--- config.mk ---
export PLATFORM = sky130hd
export DESIGN_NAME = pl_mem_stage
export DESIGN_NICKNAME = d
export VERILOG_FILES = /design/src/rtl/pl_mem_stage_pkg.sv /design/src/rtl/mux2x32.sv /design/src/rtl/pl_mem_ctrl.sv /design/src/rtl/pl_mem_stage.sv
export SDC_FILE = /design/constraint.sdc
export NUM_CORES = 1
export LEC_CHECK = 0
export CORE_MARGIN = 1
export CORE_UTILIZATION = 37
export DETAILED_ROUTE_END_ITERATION = 8
export PLACE_DENSITY = 0.73
export SYNTH_ARGS = -nofsm -noshare
export SYNTH_HDL_FRONTEND = slang
export SYNTH_HIERARCHICAL = 1
export SYNTH_SLANG_ARGS = --single-unit
--- constraint.sdc ---
create_clock -name clock -period 1.4 [get_ports clock]
set_input_delay 0.42 -clock clock [delete_from_list [all_inputs] [get_ports clock]]
set_output_delay 0.42 -clock clock [all_outputs]
set_load 0.01 [all_outputs]
--- src/rtl/pl_mem_stage_pkg.sv ---
// Shared CPU constants and memory-stage FSM encoding.
package pl_mem_stage_pkg;

  localparam int unsigned DATA_W = 32;
  localparam int unsigned REG_W  = 5;

  typedef enum logic {
    ST_IDLE   = 1'b0,
    ST_ACCESS = 1'b1
  } mem_state_e;

endpackage

--- src/rtl/mux2x32.sv ---
// Two-input 32-bit multiplexer.
module mux2x32 (
  input  logic [31:0] a0,
  input  logic [31:0] a1,
  input  logic        s,
  output logic [31:0] y
);

  assign y = s ? a1 : a0;

endmodule

--- src/rtl/pl_mem_ctrl.sv ---
// Data-memory handshake FSM: request tracking, wait counter, stall and abort.
module pl_mem_ctrl
  import pl_mem_stage_pkg::*;
#(
  parameter int unsigned TIMEOUT = 16
) (
  input  logic clock,
  input  logic resetn,
  input  logic start,
  input  logic dack,
  output logic dreq,
  output logic mstall,
  output logic merr,
  output logic abort
);

  localparam logic [7:0] CNT_LAST = 8'(TIMEOUT - 1);

  mem_state_e state, state_n;
  logic [7:0] cnt;
  logic       access;

  assign access = (state == ST_ACCESS);

  always_comb begin
    dreq    = access;
    mstall  = access & ~dack;
    abort   = access & ~dack & (cnt == CNT_LAST);
    state_n = state;
    case (state)
      ST_IDLE:   if (start) state_n = ST_ACCESS;
      ST_ACCESS: begin
        if (dack)       state_n = start ? ST_ACCESS : ST_IDLE;
        else if (abort) state_n = ST_IDLE;
      end
      default:   state_n = ST_IDLE;
    endcase
  end

  always_ff @(posedge clock or negedge resetn) begin
    if (!resetn) begin
      state <= ST_IDLE;
      cnt   <= '0;
      merr  <= 1'b0;
    end else begin
      state <= state_n;
      merr  <= abort;
      if (access && !dack && !abort) cnt <= cnt + 8'd1;
      else                           cnt <= '0;
    end
  end

endmodule

--- src/rtl/pl_mem_stage.sv ---
// MEM stage: EXE/MEM and MEM/WB pipeline registers around the data-memory handshake.
module pl_mem_stage
  import pl_mem_stage_pkg::*;
#(
  parameter int unsigned TIMEOUT = 16
) (
  input  logic              clock,
  input  logic              resetn,
  input  logic [DATA_W-1:0] ealu,
  input  logic [DATA_W-1:0] eb,
  input  logic [REG_W-1:0]  ern,
  input  logic              ewreg,
  input  logic              em2reg,
  input  logic              ewmem,
  input  logic [DATA_W-1:0] drdata,
  input  logic              dack,
  output logic              dreq,
  output logic              dwe,
  output logic [DATA_W-1:0] daddr,
  output logic [DATA_W-1:0] dwdata,
  output logic              mstall,
  output logic              merr,
  output logic [DATA_W-1:0] malu,
  output logic [REG_W-1:0]  mrn,
  output logic              mwreg,
  output logic              mm2reg,
  output logic [DATA_W-1:0] wmo,
  output logic [DATA_W-1:0] walu,
  output logic [REG_W-1:0]  wrn,
  output logic              wwreg,
  output logic              wm2reg,
  output logic [DATA_W-1:0] wdi
);

  logic [DATA_W-1:0] mb;
  logic              mwmem;
  logic              abort;
  logic              start;

  assign start  = ~mstall & (em2reg | ewmem);
  assign dwe    = mwmem;
  assign daddr  = malu;
  assign dwdata = mb;

  pl_mem_ctrl #(.TIMEOUT(TIMEOUT)) u_ctrl (
    .clock  (clock),
    .resetn (resetn),
    .start  (start),
    .dack   (dack),
    .dreq   (dreq),
    .mstall (mstall),
    .merr   (merr),
    .abort  (abort)
  );

  // An aborted access is turned into a bubble in place so it cannot retire once the stall lifts.
  always_ff @(posedge clock or negedge resetn) begin
    if (!resetn) begin
      malu   <= '0;
      mb     <= '0;
      mrn    <= '0;
      mwreg  <= 1'b0;
      mm2reg <= 1'b0;
      mwmem  <= 1'b0;
    end else if (!mstall) begin
      malu   <= ealu;
      mb     <= eb;
      mrn    <= ern;
      mwreg  <= ewreg;
      mm2reg <= em2reg;
      mwmem  <= ewmem;
    end else if (abort) begin
      mwreg  <= 1'b0;
      mm2reg <= 1'b0;
      mwmem  <= 1'b0;
    end
  end

  always_ff @(posedge clock or negedge resetn) begin
    if (!resetn) begin
      wmo    <= '0;
      walu   <= '0;
      wrn    <= '0;
      wwreg  <= 1'b0;
      wm2reg <= 1'b0;
    end else if (mstall) begin
      wwreg  <= 1'b0;
    end else begin
      walu   <= malu;
      wrn    <= mrn;
      wwreg  <= mwreg;
      wm2reg <= mm2reg;
      if (mm2reg) wmo <= drdata;
    end
  end

  mux2x32 u_wdi_mux (
    .a0 (walu),
    .a1 (wmo),
    .s  (wm2reg),
    .y  (wdi)
  );

endmodule

==> qor.txt <==
run status: finished with violations
violations in the final reports: negative setup slack
count of placed standard cells including taps: 1003
number of setup violations in the final report: 277
count of buffers inserted at the top-level ports: 316
placeable core area: 0.0174 sq mm
number of buffers added by the clock tree synthesis step: 17
iteration count of the initial detailed-routing pass: 4
total routing usage reported by global routing: 24.3%
Setup Skew: 8.13 ps
list of cells traversed by the critical path: buf_12, buf_12, mux2_4, buf_6
time the worst path needs with I/O delays and setup: 2010 ps
Cells after Synth: 419
std cell rows: 48
via count of the first global-routing pass: 5800
remaining number of nets flagged by the antenna check after routing: 0
routed via count: 5603
vertical extent of the die: 136 um
most frequent cell on the critical path: sky130_fd_sc_hd__buf_12
hold crit path type: input pin to asynchronous set/reset pin
fin crit share: 143%
root buffer cell: sky130_fd_sc_hd__clkbuf_16
pin slew with the least headroom to its limit: 307 ps
family of cells with the greatest summed delay on the critical path: flip-flops
TritonCTS clock tree: yes
unrepaired setup endpoints after global routing: true
average cell area after synthesis: 15.8 sq um
slew margin rel.: 79.6%
Syn Std Cell Area: 0.00664 sq mm
setup slack after layout: -608 ps
area of the die: 0.0185 sq mm
violation count after the first detailed-routing iteration: 173
overall power: 18.1 mW
sequential cell area fraction in the yosys report: 57.7%
Crit Path Category: register to output port
Initial Util: 38.1%
crit path max-delay cell type: sky130_fd_sc_hd__dfrtp_2
clk slew on worst S/H paths: 60 ps
Worst-Skew Late Latency: 420 ps
Fin. Hold Viols: 0
first-pass GRT wire length: 33.2 mm
number of clock sinks: 153
Antenna diodes: 0
critical path data required time: 980 ps
non-filler cells, final: 1166
I/O pin count: 317
net count after synthesis: 527
buffers from clock root to sink, at most: 2
number of flip-flops and latches in the synthesized netlist: 153
Post-Place Setup Slack: -610 ps
largest fanout of any net on the critical path: 5
critical path launch point type: register
number of nets at the end of the flow: 1036
average wire per cell in the routed design: 21.3 um
Max-Cap Viols: 0
number of distinct standard cells referenced by the synthesized netlist: 29
final setup TNS: -45920 ps
horizontal extent of the die: 136 um
filler cell count: 999
element type at the critical path end: output port
Final Wtd Congestion: 0.759
Synth Warn #: 6
f_max: 498 MHz
Worst Path Buf+Inv: 3
CP arrival: 1590 ps
number of levels the H-tree was split into: 4
maximum number of pins on one net before global-route repair: 54
number of pins exceeding their max-slew limit in the final report: 0
DRT Wirelength: 24.8 mm
remaining routing DRC violations: 0
leakage power: 6.48 nW
residual overflow from global routing: 0
Area Overhead vs Synth: 99.7%
via-per-instance ratio: 4.81
ratio of cells with drive above 1 in the final layout: 69.4%
power density of the placed cells: 1370 mW/mm^2
HPWL after detailed placement: 13.9 mm
antenna violations before repair: 0
worst vdd rail ir drop: 829 uV
Worst path max stage delay: 430 ps
cell families after synthesis:
| family | Yosys count | share of synthesized area (%) |
|---|---|---|
| mux | 170 | 31.6 |
| fa+ha+maj | 1 | 0.189 |
| xor+xnor | 1 | 0.132 |
| simple gates | 23 | 2.09 |
| flops | 153 | 57.7 |
| compound gates | 15 | 1.53 |
| buf+inv | 56 | 6.75 |
path summary, 6_finish.rpt:
path                                              from                     end  slack, ps  cells past startpoint
max in group asynchronous                       resetn     wmo[22]$_DFFE_PN0P_        400                      3
worst min-delay path                            resetn    daddr[5]$_DFFE_PN0N_        420                      2
worst min register to register  dwdata[29]$_DFFE_PN0N_  dwdata[29]$_DFFE_PN0N_        510                      1
worst max register to register   u_ctrl/dreq$_DFF_PN0_     wmo[19]$_DFFE_PN0P_       -240                      7
worst max-delay path                wm2reg$_DFFE_PN0N_                 wdi[16]       -610                      4
min in group clock              dwdata[29]$_DFFE_PN0N_  dwdata[29]$_DFFE_PN0N_        510                      1
cell type report:
class	instances	area (sq um)	share of cell area [%]
multi-input cells	210	2860	21.6
repair buffers	542	5670	42.8
well taps	225	282	2.12
clock buffers	17	425	3.21
inverters	4	17.5	0.132
clock inverters	15	165	1.25
flip-flops and latches	153	3830	28.9
power by group:
group          internal, mW  switching, mW
clock network          2.67           1.97
logic                  5.10           2.70
registers              5.12          0.541
total                  12.9           5.21
cell usage after synthesis:
| library cell | n | area (sq um) |
|---|---|---|
| sky130_fd_sc_hd__nor3_4 | 1 | 16.3 |
| sky130_fd_sc_hd__nor2_1 | 7 | 26.3 |
| sky130_fd_sc_hd__nand4_1 | 1 | 6.26 |
| sky130_fd_sc_hd__a21o_1 | 1 | 7.51 |
| sky130_fd_sc_hd__buf_4 | 41 | 308 |
| sky130_fd_sc_hd__mux2_4 | 49 | 736 |
| sky130_fd_sc_hd__nor2b_1 | 3 | 18.8 |
| sky130_fd_sc_hd__o21ai_2 | 1 | 8.76 |
| sky130_fd_sc_hd__or4_4 | 1 | 11.3 |
| sky130_fd_sc_hd__a31oi_1 | 1 | 6.26 |
| sky130_fd_sc_hd__or3_1 | 4 | 25.0 |
| sky130_fd_sc_hd__a311oi_1 | 1 | 8.76 |
| sky130_fd_sc_hd__buf_2 | 4 | 20.0 |
| sky130_fd_sc_hd__xnor2_1 | 1 | 8.76 |
| sky130_fd_sc_hd__nand2_1 | 2 | 7.51 |
| sky130_fd_sc_hd__nor4_1 | 1 | 6.26 |
| sky130_fd_sc_hd__dfrtp_1 | 153 | 3830 |
| sky130_fd_sc_hd__nand3_1 | 1 | 5.00 |
| sky130_fd_sc_hd__a22o_1 | 4 | 35.0 |
| sky130_fd_sc_hd__inv_1 | 4 | 15.0 |
| sky130_fd_sc_hd__o21ai_0 | 3 | 15.0 |
| sky130_fd_sc_hd__mux2_2 | 111 | 1250 |
| sky130_fd_sc_hd__mux2_1 | 10 | 113 |
| sky130_fd_sc_hd__ha_1 | 1 | 12.5 |
| sky130_fd_sc_hd__buf_12 | 3 | 60.1 |
| sky130_fd_sc_hd__nand3_2 | 1 | 10.0 |
| sky130_fd_sc_hd__buf_6 | 4 | 45.0 |
| sky130_fd_sc_hd__a21oi_1 | 4 | 20.0 |
| sky130_fd_sc_hd__nand2b_1 | 1 | 6.26 |
routing by layer:
layer  GRT usage (%)  wire (um)  share of wire [%]  up-vias
met5               0          0                  0        -
met4            7.84        609                2.5        0
met3            5.11       1160                4.7       42
met2            43.3      13300                 53      229
met1            29.1       9770                 39     2860
li1                -          -                  -     2472
metrics by stage:
stage	cell area, sq um	hold WS (ps)	util, %
2_1_floorplan	6740	124	-
6_report	13300	425	76.1
3_5_place_dp	10500	290	60.5
4_1_cts	12500	417	71.8
3_3_place_gp	10500	291	60.5
5_1_grt	13300	437	76.1
placed cells by master, fill, tap and decap left out, types with 2 or more instances in the layout:
cell and count:
sky130_fd_sc_hd__inv_1 3, sky130_fd_sc_hd__clkinvlp_4 3, sky130_fd_sc_hd__nor2b_4 2, sky130_fd_sc_hd__o21ai_0 3, sky130_fd_sc_hd__nor2_1 6, sky130_fd_sc_hd__buf_6 249
sky130_fd_sc_hd__mux2_4 169, sky130_fd_sc_hd__a21oi_1 3, sky130_fd_sc_hd__buf_2 68, sky130_fd_sc_hd__clkinv_4 2, sky130_fd_sc_hd__or3_1 4, sky130_fd_sc_hd__a22o_1 4
sky130_fd_sc_hd__buf_8 5, sky130_fd_sc_hd__bufinv_16 2, sky130_fd_sc_hd__dfrtp_2 3, sky130_fd_sc_hd__dfrtp_1 150, sky130_fd_sc_hd__inv_6 5, sky130_fd_sc_hd__clkdlybuf4s50_1 104
sky130_fd_sc_hd__buf_12 24, sky130_fd_sc_hd__buf_16 8, sky130_fd_sc_hd__clkinv_2 2, sky130_fd_sc_hd__nand2_1 2, sky130_fd_sc_hd__clkbuf_16 21, sky130_fd_sc_hd__buf_4 78
state kept, by name, summed over array words and instances, names as in the netlist, 5 cells and up:
name        count
dwdata         32
walu           32
wrn             5
u_ctrl/cnt      8
wmo            32
daddr          32
mrn             5
what timing repair did:
action,4_1_cts,5_1_grt
cloned,18,4
hold buffers,1,0
gates resized for setup,1153,197
pin swaps,0,2
endpoints found under the hold margin,16,0
setup buffers,81,81
endpoints found under the setup margin,346,319
Power figures use the tool's default switching activity.
